File: src/rtl/block_stream_writer.sv
// Command-driven keyword serializer: turns BEGIN/END/WORD/FINISH commands into
// space-prefixed byte tokens and tracks block nesting depth at the source.
module block_stream_writer #(
  parameter int DEPTH_W = 8
) (
  input  logic               clk,
  input  logic               reset,
  input  logic               cmd_valid,
  output logic               cmd_ready,
  input  logic [1:0]         cmd,
  input  logic               cmd_upper,
  input  logic [7:0]         cmd_char,
  output logic               out_valid,
  input  logic               out_ready,
  output logic [7:0]         out_char,
  output logic [DEPTH_W-1:0] depth,
  output logic               unbalanced,
  output logic               overflow,
  output logic               balanced
);

  typedef enum logic {
    IDLE,
    EMIT
  } state_t;

  localparam logic [1:0] CMD_BEGIN  = 2'b00;
  localparam logic [1:0] CMD_END    = 2'b01;
  localparam logic [1:0] CMD_WORD   = 2'b10;
  localparam logic [1:0] CMD_FINISH = 2'b11;

  localparam logic [DEPTH_W-1:0] DEPTH_MAX  = '1;
  localparam logic [DEPTH_W-1:0] DEPTH_ZERO = '0;
  localparam logic [DEPTH_W-1:0] DEPTH_ONE  = DEPTH_W'(1);

  state_t             state_q, state_d;
  logic [1:0]         cmd_q, cmd_d;
  logic               upper_q, upper_d;
  logic [7:0]         char_q, char_d;
  logic [2:0]         index_q, index_d;
  logic [7:0]         out_char_q, out_char_d;
  logic [DEPTH_W-1:0] depth_q, depth_d;
  logic               unbal_q, unbal_d;
  logic               ovf_q, ovf_d;

  // Byte at position idx of the token; keyword letters lose bit 5 in upper case.
  function automatic logic [7:0] tokenByte(input logic [1:0] c, input logic up,
                                           input logic [7:0] ch, input logic [2:0] idx);
    logic [7:0] b;
    b = 8'h20;
    case (c)
      CMD_BEGIN: begin
        case (idx)
          3'd1:    b = 8'h62;
          3'd2:    b = 8'h65;
          3'd3:    b = 8'h67;
          3'd4:    b = 8'h69;
          3'd5:    b = 8'h6E;
          default: b = 8'h20;
        endcase
      end
      CMD_END: begin
        case (idx)
          3'd1:    b = 8'h65;
          3'd2:    b = 8'h6E;
          3'd3:    b = 8'h64;
          default: b = 8'h20;
        endcase
      end
      CMD_WORD: begin
        if (idx == 3'd1) b = ch;
      end
      default: b = 8'h20;
    endcase
    if (up && (idx != 3'd0) && ((c == CMD_BEGIN) || (c == CMD_END))) b[5] = 1'b0;
    return b;
  endfunction

  function automatic logic [2:0] lastIndex(input logic [1:0] c);
    logic [2:0] l;
    case (c)
      CMD_BEGIN: l = 3'd5;
      CMD_END:   l = 3'd3;
      CMD_WORD:  l = 3'd1;
      default:   l = 3'd0;
    endcase
    return l;
  endfunction

  always_ff @(posedge clk or negedge reset) begin
    if (!reset) begin
      state_q    <= IDLE;
      cmd_q      <= CMD_BEGIN;
      upper_q    <= 1'b0;
      char_q     <= 8'h00;
      index_q    <= 3'd0;
      out_char_q <= 8'h00;
      depth_q    <= DEPTH_ZERO;
      unbal_q    <= 1'b0;
      ovf_q      <= 1'b0;
    end else begin
      state_q    <= state_d;
      cmd_q      <= cmd_d;
      upper_q    <= upper_d;
      char_q     <= char_d;
      index_q    <= index_d;
      out_char_q <= out_char_d;
      depth_q    <= depth_d;
      unbal_q    <= unbal_d;
      ovf_q      <= ovf_d;
    end
  end

  // Depth and sticky flags only move on the transfer of a token's last byte.
  always_comb begin
    state_d    = state_q;
    cmd_d      = cmd_q;
    upper_d    = upper_q;
    char_d     = char_q;
    index_d    = index_q;
    out_char_d = out_char_q;
    depth_d    = depth_q;
    unbal_d    = unbal_q;
    ovf_d      = ovf_q;
    case (state_q)
      IDLE: begin
        if (cmd_valid) begin
          state_d    = EMIT;
          cmd_d      = cmd;
          upper_d    = cmd_upper;
          char_d     = cmd_char;
          index_d    = 3'd0;
          out_char_d = 8'h20;
        end
      end
      EMIT: begin
        if (out_ready) begin
          if (index_q == lastIndex(cmd_q)) begin
            state_d = IDLE;
            if (cmd_q == CMD_BEGIN) begin
              if (depth_q == DEPTH_MAX) ovf_d = 1'b1;
              else depth_d = depth_q + DEPTH_ONE;
            end else if (cmd_q == CMD_END) begin
              if (depth_q == DEPTH_ZERO) unbal_d = 1'b1;
              else depth_d = depth_q - DEPTH_ONE;
            end
          end else begin
            index_d    = index_q + 3'd1;
            out_char_d = tokenByte(cmd_q, upper_q, char_q, index_q + 3'd1);
          end
        end
      end
      default: state_d = IDLE;
    endcase
  end

  assign cmd_ready  = (state_q == IDLE);
  assign out_valid  = (state_q == EMIT);
  assign out_char   = out_char_q;
  assign depth      = depth_q;
  assign unbalanced = unbal_q;
  assign overflow   = ovf_q;
  assign balanced   = (depth_q == DEPTH_ZERO) && !unbal_q;

endmodule

File: config.mk
export PLATFORM = sky130hd
export DESIGN_NAME = block_stream_writer
export DESIGN_NICKNAME = d
export VERILOG_FILES = /design/src/rtl/block_stream_writer.sv
export SDC_FILE = /design/constraint.sdc
export NUM_CORES = 1
export LEC_CHECK = 0
export BUFFER_PORTS_ARGS = -buffer_cell sky130_fd_sc_hd__buf_2
export CAP_MARGIN = 5
export CORE_ASPECT_RATIO = 1.25
export CORE_MARGIN = 3
export CORE_UTILIZATION = 40
export CTS_CLUSTER_DIAMETER = 120
export DETAILED_ROUTE_END_ITERATION = 10
export PLACE_DENSITY_LB_ADDON = 0.2
export SKIP_CTS_REPAIR_TIMING = 1
export SLEW_MARGIN = 10
export SYNTH_ARGS = -nofsm -noshare
export SYNTH_HDL_FRONTEND = slang
export SYNTH_SLANG_ARGS = --single-unit
File: constraint.sdc
create_clock -name clk -period 4.7 [get_ports clk]
set_clock_uncertainty 0.15 [all_clocks]
set_input_delay 0.94 -clock clk [delete_from_list [all_inputs] [get_ports clk]]
set_output_delay 0.94 -clock clk [all_outputs]
set_load 0.02 [all_outputs]
==> impl_results.md <==
- Outcome: completed
- Worst setup path start: depth[3]$_DFFE_PN0P_
- Final period util: about three fifths
- Critical path arrival: about 1.7 ns
- Detailed-router iteration count before antenna repair: 7
- Number of input and output port buffers inserted: 35
- Drt via density: ~5.3
- H-tree Lvls: 2
- Initial standard-cell utilization of the core: 42.2%
- Post-route antenna net violation count: 0
- Post-route cell area: 2350 um^2
- Critical path class: flip-flop to output pin
- Total of flip-flops plus latches after synthesis: 33
- Filler cell count in the final layout: 487
- Data required time of the critical path: 3.61 ns
- Total nets after synthesis: 240
- Count of final setup violators: 0
- Sum of routed wire length over all layers: between 4000 and 5000 um
- Pin count of the biggest net entering global routing: 34
- Most instantiated cells after synthesis: sky130_fd_sc_hd__nand2_1 (47), sky130_fd_sc_hd__dfrtp_1 (33), sky130_fd_sc_hd__ha_1 (11)
- Grt total ovfl: 0
- Area of the core: between 4000 and 5000 um^2
- Yosys Warn Count: 0
- Capturing element type of the critical path: output pin
- Chip width: ~70 um
- Power per Cell Area: between 800 and 900 nW/um^2
- Leading cell type by number of instances after synthesis: sky130_fd_sc_hd__nand2_1
- Number of enable-type register cells in the synthesized netlist: 0
- Unrepaired setup endpoints after global routing: false
- Max-cap violations: 0
- Overall fraction of global-route tracks in use: 16.1%
- DRT iter0 DRCs: 53
- Worst vdd rail ir drop: roughly 450 uV
- Average routed wire per standard cell: 14.2 um
- Count of final max-slew check failures: 0
- Source of the worst register-to-register timing path: cmd_q[0]$_DFFE_PN0P_
- F_max: between 300 and 400 MHz
- Area grow syn2layout: 16.0%
- Total number of clock tree sinks: 33
- Clock network latency to the later pin of the worst-skew pair: about 0.30 ns
- Post-layout minimum cycle time: 2.79 ns
- Worst min-delay path category: flip-flop to flip-flop
- Root buffer cell: sky130_fd_sc_hd__clkbuf_8
- Worst-margin pin slew: 0.938 ns
- Final hold viol count: 0
- Type of element launching the critical path: flip-flop
- Cells taking the most area after synthesis: sky130_fd_sc_hd__dfrtp_1 (41%), sky130_fd_sc_hd__nand2_1 (8.7%), sky130_fd_sc_hd__ha_1 (6.8%), sky130_fd_sc_hd__mux2_4 (4.4%), sky130_fd_sc_hd__a22o_1 (2.6%)
- Via count of the routed design: between 1500 and 2000
- Critical path fanouts, max: 5
- Post-placement cell area: between 2000 and 2500 um^2
- Final cell count without fillers: 307
- Post-route setup TNS: 0 ns
- Number of cell rows: 28
- Library cells used by synthesis: 45
- Top-area cell type share of the netlist area: 40.7%
- Cell type contributing the most total cell area after synthesis: sky130_fd_sc_hd__dfrtp_1
- Asr flop ratio synth: 100%
- Antenna violations before repair: 0
- Die height: around 86 um
- Detailed-placement wirelength estimate: 3180 um
- Relative slew margins: 37.3%
- Total standard cell area after synthesis: approximately 2000 um^2
- Via count of the first global-routing pass: 1644
- Post-detailed-route DRC marker count: 0
- Share of cells above drive strength 1: roughly 23%
- Per-instance average area after synthesis: about 9.5 um^2
- Hold Path Origin: overflow$_DFFE_PN0P_
- Placer congestion estimate: 0.801
- Die outline area: 5960 um^2
- Placed Cells incl. Taps: 299
- Overall power after layout: between 1.5 and 2 mW
- Synth Instances: between 200 and 250
- Maximum buffer depth of the clock tree: 2
- Sequential-to-total area share from yosys stat: between 40% and 50%
- TritonCTS clock tree: done
- Total inserted antenna cells: 0
- Leakage power: between 1 and 1.5 nW
- Primary flip-flop cell chosen by synthesis mapping: sky130_fd_sc_hd__dfrtp_1
- Share of the core filled with cells in the final layout: approximately half
- Wire length of the first global-routing pass: 7620 um
- Clock slew at the register clock pins of the worst setup and hold paths: approximately 0.070 ns
- Num CTS Buffers: 5
- Total Nets Final: approximately 270
- Number of primary I/O pins: 36
-- area by class of cell --
class | instances | area (um^2) | area share (%)
Multi-Input combinational cell | 165 | 1120 | 47.6
Tap cell | 60 | 75.1 | 3.19
Timing Repair Buffer | 35 | 175 | 7.45
Sequential cell | 33 | 826 | 35.1
Clock inverter | 3 | 65.1 | 2.77
Clock buffer | 5 | 68.8 | 2.93
Inverter | 6 | 22.5 | 0.958
-- worst max-delay path: stages (launching register included) --
cell	delay, ns
sky130_fd_sc_hd__dfrtp_1	0.44
sky130_fd_sc_hd__or4_1	0.59
sky130_fd_sc_hd__nor3_1	0.18
sky130_fd_sc_hd__buf_2	0.19
-- power by group --
part / leakage, nW / switching (mW) / internal [mW]
Combinational: 0.673 / 0.571 / 0.459
Sequential: 0.415 / 0.171 / 0.403
Clock: 0.0681 / 0.111 / 0.211
-- worst paths after layout --
path | endpoint | slack (ns) | cells past startpoint
worst max-delay path | balanced | 1.91 | 3
worst min-delay path | overflow$_DFFE_PN0P_ | 0.31 | 1
worst max register to register | depth[5]$_DFFE_PN0P_ | 2.04 | 6
worst min register to register | overflow$_DFFE_PN0P_ | 0.31 | 1
max in group asynchronous | depth[6]$_DFFE_PN0P_ | 3.39 | 1
min in group asynchronous | char_q[2]$_DFFE_PN0P_ | 0.54 | 1
-- cells in the final DEF, fill, tap and decap left out, types with 6 or more instances in the layout --
cell type / count
sky130_fd_sc_hd__o21ai_1: 6
sky130_fd_sc_hd__xnor2_1: 6
sky130_fd_sc_hd__dfrtp_1: 33
sky130_fd_sc_hd__a21oi_1: 10
sky130_fd_sc_hd__ha_1: 11
sky130_fd_sc_hd__nor2_1: 6
sky130_fd_sc_hd__nand2_1: 47
sky130_fd_sc_hd__mux2_4: 6
sky130_fd_sc_hd__o21ai_0: 6
sky130_fd_sc_hd__nand3_1: 7
sky130_fd_sc_hd__buf_2: 35
sky130_fd_sc_hd__a22o_1: 6
sky130_fd_sc_hd__inv_1: 6
-- state kept, by name, summed over array words and instances, names as in the netlist, 2 cells and up --
register / flops
index_q: 3
cmd_q: 2
char_q: 8
out_char: 8
depth: 8
-- metal layers --
metal  vias up  GRT usage [%]  part of all wire [%]
li1        814              -                     -
met1       760           19.4                    46
met2        31           27.8                    48
met3         7           3.87                   4.3
met4         0           6.27                   2.0
met5         -              0                     0
-- metrics by stage --
stage          setup WS, ns  hold slack [ns]
2_1_floorplan          2.04            0.290
3_5_place_dp           2.03            0.298
3_3_place_gp           2.09            0.287
6_report               1.91            0.308
5_1_grt                1.78            0.332
4_1_cts                1.89            0.315
-- cells by family (layout without fill, tap and decap cells) --
| kind of cell | after synthesis | count (layout) | share of synthesized area (%) |
|---|---|---|---|
| multiplexers | 8 | 8 | 5.49 |
| adder cells (fa/ha/maj) | 12 | 12 | 7.78 |
| XOR/XNOR | 10 | 10 | 4.69 |
| AND/OR/NAND/NOR | 88 | 88 | 21.1 |
| AO/OA/AOI/OAI | 47 | 47 | 16.1 |
| flip-flops | 33 | 33 | 40.7 |
| buffers and inverters | 15 | 49 | 4.07 |
(Power assumes the default switching activity.)
